==> src/rtl/pc_pkg.sv <==
`default_nettype none
// ============================================================================
// Module      : pc_pkg
// Description : Shared definitions for the PC sequencer: pc_src mux codes,
//               FSM state encoding and the redirect priority ranking.
// Revision    : 1.0 - initial release
// ============================================================================
package pc_pkg;

    // PC source mux select codes
    localparam logic [2:0] PCSRC_SEQ  = 3'd0;
    localparam logic [2:0] PCSRC_BR   = 3'd1;
    localparam logic [2:0] PCSRC_JAL  = 3'd2;
    localparam logic [2:0] PCSRC_JALR = 3'd3;
    localparam logic [2:0] PCSRC_TRAP = 3'd4;

    typedef enum logic [1:0] {
        ST_BOOT = 2'd0,
        ST_RUN  = 2'd1,
        ST_HALT = 2'd2
    } pc_state_t;

    // Priority rank of a redirect code; higher wins. The mux code order is
    // not the priority order (branch outranks JAL), hence this mapping.
    function automatic logic [2:0] pc_rank(input logic [2:0] code);
        case (code)
            PCSRC_TRAP: pc_rank = 3'd4;
            PCSRC_JALR: pc_rank = 3'd3;
            PCSRC_BR:   pc_rank = 3'd2;
            PCSRC_JAL:  pc_rank = 3'd1;
            default:    pc_rank = 3'd0;
        endcase
    endfunction

endpackage
`default_nettype wire

==> src/rtl/pc_redirect_arb.sv <==
`default_nettype none
// ============================================================================
// Module      : pc_redirect_arb
// Description : Combinational fixed-priority redirect arbiter. Picks the best
//               live request (trap > JALR > branch > JAL) and lets a pending
//               entry win unless a strictly higher-priority live request
//               exists. Produces the winner code, target and flush pair.
// Revision    : 1.0 - initial release
// ============================================================================
module pc_redirect_arb
    import pc_pkg::*;
(
    input  logic        trap_req,
    input  logic [31:0] trap_vec,
    input  logic        jalr_valid,
    input  logic [31:0] jalr_target,
    input  logic        br_taken,
    input  logic [31:0] br_target,
    input  logic        jal_valid,
    input  logic [31:0] jal_target,
    input  logic [2:0]  pend_code,
    input  logic [31:0] pend_target,
    output logic [2:0]  win_code,
    output logic [31:0] win_target,
    output logic        flush_if,
    output logic        flush_id
);

    logic [2:0]  live_code;
    logic [31:0] live_target;

    // Priority select among live requests, then merge in the pending entry
    always_comb begin
        live_code   = PCSRC_SEQ;
        live_target = 32'h0;
        if (trap_req) begin
            live_code   = PCSRC_TRAP;
            live_target = trap_vec;
        end else if (jalr_valid) begin
            live_code   = PCSRC_JALR;
            live_target = jalr_target;
        end else if (br_taken) begin
            live_code   = PCSRC_BR;
            live_target = br_target;
        end else if (jal_valid) begin
            live_code   = PCSRC_JAL;
            live_target = jal_target;
        end

        win_code   = live_code;
        win_target = live_target;
        // Pending entry is the older instruction, so it keeps ties
        if (pend_code != PCSRC_SEQ && pc_rank(pend_code) >= pc_rank(live_code)) begin
            win_code   = pend_code;
            win_target = pend_target;
        end

        flush_if = (win_code != PCSRC_SEQ);
        flush_id = (win_code == PCSRC_TRAP) || (win_code == PCSRC_JALR) ||
                   (win_code == PCSRC_BR);
    end

endmodule
`default_nettype wire

==> src/rtl/pc_sequencer.sv <==
`default_nettype none
// ============================================================================
// Module      : pc_sequencer
// Description : Fetch PC register and next-PC source control. Boot hold,
//               redirect arbitration, stall-time redirect buffering, halt.
//               Optional trap path enabled by defining PC_TRAP_EN.
// Revision    : 1.0 - initial release
// ============================================================================
module pc_sequencer
    import pc_pkg::*;
#(
    parameter logic [31:0] RESET_PC    = 32'h0000_0000,
    parameter logic [31:0] TRAP_VEC    = 32'h0000_0100,
    parameter int          BOOT_CYCLES = 2
) (
    input  logic        clk,
    input  logic        rst,
    input  logic        stall,
    input  logic        br_taken,
    input  logic [31:0] br_target,
    input  logic        jalr_valid,
    input  logic [31:0] jalr_target,
    input  logic        jal_valid,
    input  logic [31:0] jal_target,
    input  logic        trap_req,
    input  logic        halt_req,
    output logic [31:0] pc,
    output logic [2:0]  pc_src,
    output logic        flush_if,
    output logic        flush_id,
    output logic        halted
);

    localparam logic [3:0] BOOT_LAST = 4'(BOOT_CYCLES - 1);

    pc_state_t   state, state_next;
    logic [3:0]  boot_cnt, boot_cnt_next;
    logic [2:0]  pend_code, pend_code_next;
    logic [31:0] pend_target, pend_target_next;
    logic [31:0] pc_next;
    logic [31:0] pc_plus4;

    logic        trap_live;
    logic [2:0]  run_code, cap_code;
    logic [31:0] run_target, cap_target;
    logic        run_fi, run_fd;
    logic        unused_cap_fi, unused_cap_fd;

`ifdef PC_TRAP_EN
    assign trap_live = trap_req;
`else
    assign trap_live = 1'b0;
    logic unused_trap_req;
    assign unused_trap_req = trap_req;
`endif

    assign pc_plus4 = pc + 32'd4;

    // Un-stalled arbitration: all live requests plus the pending entry
    pc_redirect_arb u_arb_run (
        .trap_req    (trap_live),
        .trap_vec    (TRAP_VEC),
        .jalr_valid  (jalr_valid),
        .jalr_target (jalr_target),
        .br_taken    (br_taken),
        .br_target   (br_target),
        .jal_valid   (jal_valid),
        .jal_target  (jal_target),
        .pend_code   (pend_code),
        .pend_target (pend_target),
        .win_code    (run_code),
        .win_target  (run_target),
        .flush_if    (run_fi),
        .flush_id    (run_fd)
    );

    // Stall capture: JAL excluded (it re-presents from ID); the winner is the
    // new pending entry, which only changes on a strictly higher request
    pc_redirect_arb u_arb_cap (
        .trap_req    (trap_live),
        .trap_vec    (TRAP_VEC),
        .jalr_valid  (jalr_valid),
        .jalr_target (jalr_target),
        .br_taken    (br_taken),
        .br_target   (br_target),
        .jal_valid   (1'b0),
        .jal_target  (jal_target),
        .pend_code   (pend_code),
        .pend_target (pend_target),
        .win_code    (cap_code),
        .win_target  (cap_target),
        .flush_if    (unused_cap_fi),
        .flush_id    (unused_cap_fd)
    );

    // Next-state, next-PC, pending update and Mealy outputs
    always_comb begin
        state_next       = state;
        boot_cnt_next    = boot_cnt;
        pend_code_next   = pend_code;
        pend_target_next = pend_target;
        pc_next          = pc;
        pc_src           = PCSRC_SEQ;
        flush_if         = 1'b0;
        flush_id         = 1'b0;
        if (rst) begin
            flush_if = 1'b1;
            flush_id = 1'b1;
        end else begin
            case (state)
                ST_BOOT: begin
                    flush_if      = 1'b1;
                    flush_id      = 1'b1;
                    boot_cnt_next = boot_cnt + 4'd1;
                    if (boot_cnt == BOOT_LAST) begin
                        state_next = ST_RUN;
                    end
                end
                ST_RUN: begin
                    if (stall) begin
                        pend_code_next   = cap_code;
                        pend_target_next = cap_target;
                    end else begin
                        pend_code_next = PCSRC_SEQ;
                        if (halt_req && run_code != PCSRC_TRAP) begin
                            state_next = ST_HALT;
                            pc_next    = pc_plus4;
                        end else begin
                            pc_src   = run_code;
                            flush_if = run_fi;
                            flush_id = run_fd;
                            pc_next  = (run_code == PCSRC_SEQ) ? pc_plus4 : run_target;
                        end
                    end
                end
                default: begin
                    // HALT: everything frozen until reset
                end
            endcase
        end
    end

    // State, PC, boot counter, pending entry and halted flag registers
    always_ff @(posedge clk) begin
        if (rst) begin
            state       <= ST_BOOT;
            boot_cnt    <= 4'd0;
            pend_code   <= PCSRC_SEQ;
            pend_target <= 32'h0;
            pc          <= RESET_PC;
            halted      <= 1'b0;
        end else begin
            state       <= state_next;
            boot_cnt    <= boot_cnt_next;
            pend_code   <= pend_code_next;
            pend_target <= pend_target_next;
            pc          <= pc_next;
            halted      <= (state_next == ST_HALT);
        end
    end

endmodule
`default_nettype wire

==> config.mk <==
export PLATFORM = sky130hd
export DESIGN_NAME = pc_sequencer
export DESIGN_NICKNAME = d
export VERILOG_FILES = /design/src/rtl/pc_pkg.sv /design/src/rtl/pc_redirect_arb.sv /design/src/rtl/pc_sequencer.sv
export SDC_FILE = /design/constraint.sdc
export NUM_CORES = 1
export LEC_CHECK = 0
export ABC_AREA = 1
export BUFFER_PORTS_ARGS = -buffer_cell sky130_fd_sc_hd__buf_2
export CORE_MARGIN = 4
export CORE_UTILIZATION = 48
export DETAILED_ROUTE_END_ITERATION = 8
export GPL_ROUTABILITY_DRIVEN = 0
export PLACE_DENSITY = 0.79
export SYNTH_ARGS = -nofsm -noshare
export SYNTH_HDL_FRONTEND = slang
export SYNTH_SLANG_ARGS = --single-unit
==> constraint.sdc <==
create_clock -name clk -period 1.9 [get_ports clk]
set_input_delay 0.095 -clock clk [delete_from_list [all_inputs] [get_ports clk]]
set_output_delay 0.095 -clock clk [all_outputs]
set_load 0.005 [all_outputs]
==> flow_summary.toml <==
[clock_network]
cts-root-buf = "clkbuf_8"
clk_path_buf_depth = 2
clock-sinks = 73
htreeDepth = 3
clk_latency_ns = 0.36
cts_tree = "done"
path_clk_slew_ns = 0.08
postCtsHoldBufs = 0
cts_buffers = 9

[sta]
fmax_mhz = 496
slew_headroom_pct = 64.7
hold_viol = 0
whs_ns = 0.0428
finalMaxSlewViolations = 0
clock_skew_ns = 0.0141
period_share_pct = 106
rsz0062_at_grt = "true"
setup_viol = 9
period_needed_ns = 2.01
setup_ws_ns = -0.115
tightest_slew_ns = 0.528

[floorplanning]
die_area_um2 = 12000
die_x_um = 109
rows = 36
start_util_pct = 49.8
die_y_um = 109
ios = 142
core-area_um2 = 9910

[finish]
stdcell_count = 1108
num_antenna_cells = 0
drive_above_1_share_pct = 25.8
nNetsFinal = 1082
syn2layout_area_growth_pct = 33.3

[critical_path]
endpoint_kind = "output pin"
crit_required_ns = 1.80
critPathKind = "register to output pin"
reg2reg_depth = 12
cp.arrival_ns = 1.92
cp-start-kind = "register"
cp_max_fo = 3

[pwr]
vdd_drop_max_v = 0.000368
p_leak_nw = 2.97
power_density_nw_per_um2 = 724

[routing]
viasPerCell = 5.47
drtPass1Iterations = 5
ant_nets = 0
wire_per_inst_um = 15.4
drt_wl_total_um = 17000
drc = 0
vias = 6063
drt_iter0_markers = 504

[global_route]
grt_antenna_before_repair = 0
grt_use_total_pct = 26.0
grt_pass1_wl_um = 25000
grt_remaining_overflow = 0
grt_max_degree = 45
grt_pass1_vias = 5284

[synthesis]
synth.most_common_cell = "nand2_1"
synth_nets = 927
post-synth-top-area-fraction_pct = 29.6
synth-seq-cells = 73
ys_types = 36
syn_area_per_cell_um2 = 6.04
synthCells = 817
synthArstFlopShare_pct = 0
synthTopCellsByArea = "dfxtp_1 (30%), nand2_1 (20%), a21oi_1 (8.3%), nand3_1 (6.0%), o21ai_0 (5.9%)"
synth_edf_count = 0
syn_area_um2 = 4940
yosysWarnings = 0
ys_seq_area_share_pct = 29.6
synth_flop_cell = "dfxtp_1"
yosysTopAreaCell = "dfxtp_1"
yosys-top-cells-count = "nand2_1 (259), a21oi_1 (82), inv_1 (74), dfxtp_1 (73), nor2_1 (62)"

[hold_path]
hold_class = "input port to register"
min_path_cells = 3

[placed_design]
io_buffers = 139
dp_hpwl_um = 11400
dp.cells = 1083

[flow_run]
maxCapViolations = 0

[outcome]
outcome = "complete, but fails checks"
violations = "negative setup slack"
-- metal layers --
| layer | up-vias | GRT usage, % | share of wire [%] |
|---|---|---|---|
| met5 | - | 0 | 0 |
| met2 | 339 | 40.5 | 46 |
| met4 | 0 | 8.55 | 2.5 |
| li1 | 2954 | - | - |
| met1 | 2730 | 37.1 | 43 |
| met3 | 40 | 3.23 | 8.7 |
-- path summary, 6_finish.rpt --
path                                           startpoint                     endpoint  slack [ns]
worst min register to register         pc[1]$_SDFFE_PP0P_           pc[1]$_SDFFE_PP0P_        0.48
worst max register to register  pend_code[1]$_SDFFE_PP0P_          pc[13]$_SDFFE_PP0P_       -0.10
worst max-delay path            pend_code[1]$_SDFFE_PP0P_                    pc_src[0]       -0.11
worst min-delay path                         br_target[1]  pend_target[1]$_SDFFE_PP0P_        0.04
-- layout by cell type, fill, tap and decap left out, types with 3 or more instances in the layout --
| cell type | count |
|---|---|
| nor2_1 | 59 |
| bufinv_16 | 3 |
| clkbuf_8 | 9 |
| ha_4 | 3 |
| a21oi_1 | 79 |
| buf_12 | 7 |
| xor2_1 | 9 |
| o21ai_0 | 35 |
| a21oi_2 | 3 |
| buf_6 | 3 |
| ha_1 | 3 |
| nand2_1 | 253 |
| o21ai_1 | 23 |
| o21ai_2 | 3 |
| nand4_1 | 10 |
| nor2_4 | 4 |
| inv_1 | 73 |
| nand2_2 | 5 |
| nand3_1 | 55 |
| buf_4 | 37 |
| nor2_2 | 6 |
| o21a_1 | 15 |
| nand3b_1 | 6 |
| nand2_4 | 4 |
| dfxtp_2 | 3 |
| nand3_2 | 4 |
| a22oi_1 | 15 |
| clkbuf_16 | 3 |
| dfxtp_1 | 70 |
| buf_2 | 139 |
| a21boi_0 | 6 |
-- where the power goes --
| group | switching [mW] | internal (mW) |
|---|---|---|
| combinational | 0.786 | 0.616 |
| sequential | 0.165 | 1.72 |
| clock | 0.615 | 0.860 |
| total | 1.57 | 3.20 |
-- final cells by class --
class,count,area (um^2)
Clock buffer,9,124
Clock inverter,5,106
Fill cell,894,3330
Inverter,78,305
Multi-Input combinational cell,618,3130
Sequential cell,73,1470
Tap cell,133,166
Timing Repair Buffer,192,1280
-- logic make-up (layout without fill, tap and decap cells) --
| group | after synthesis | in the layout | synth area share, % |
|---|---|---|---|
| other cells | 1 | 1 | 0.0760 |
| buf+inv | 126 | 284 | 10.7 |
| simple gates | 415 | 415 | 35.4 |
| xor+xnor | 11 | 11 | 1.95 |
| compound gates | 185 | 185 | 20.8 |
| flops | 73 | 73 | 29.6 |
| fa+ha+maj | 6 | 6 | 1.52 |
-- state kept, by name, indices dropped and copies added, names as in the netlist --
| signal | flops |
|---|---|
| pc | 32 |
| pend_target | 32 |
| halted | 1 |
| boot_cnt | 4 |
| pend_code | 2 |
| state | 2 |
-- metrics by stage --
step           util, %  TNS, ns  instance area, um^2  setup WS, ns  power (mW)
3_5_place_dp      60.2    -2.51                 5970        -0.117        3.08
5_1_grt           66.4    -2.60                 6580        -0.204        4.98
6_report          66.4   -0.438                 6580        -0.115        4.76
2_1_floorplan        -        0                 4940         0.141        2.60
4_1_cts           63.9   -0.122                 6340       -0.0608        4.56
3_3_place_gp      60.2   -0.768                 5970       -0.0871        3.05
-- worst max-delay path, cell delays in order, from the launching register on --
cell     delay (ns)
dfxtp_2        0.34
inv_2          0.05
ha_4           0.22
nand2_4        0.06
nand3_4        0.11
nand2_4        0.12
inv_4          0.06
buf_12         0.12
o21ai_4        0.15
nand3_2        0.11
nor2_2         0.10
buf_2          0.12
-- repair_timing --
action                                  4_1_cts  5_1_grt
gates resized for setup                      20       58
endpoints found under the hold margin         0        0
endpoints found under the setup margin       19       70
setup buffers                                 5        2
pin swaps                                     9        7
gates cloned                                  1        5
(Power assumes the default switching activity.)
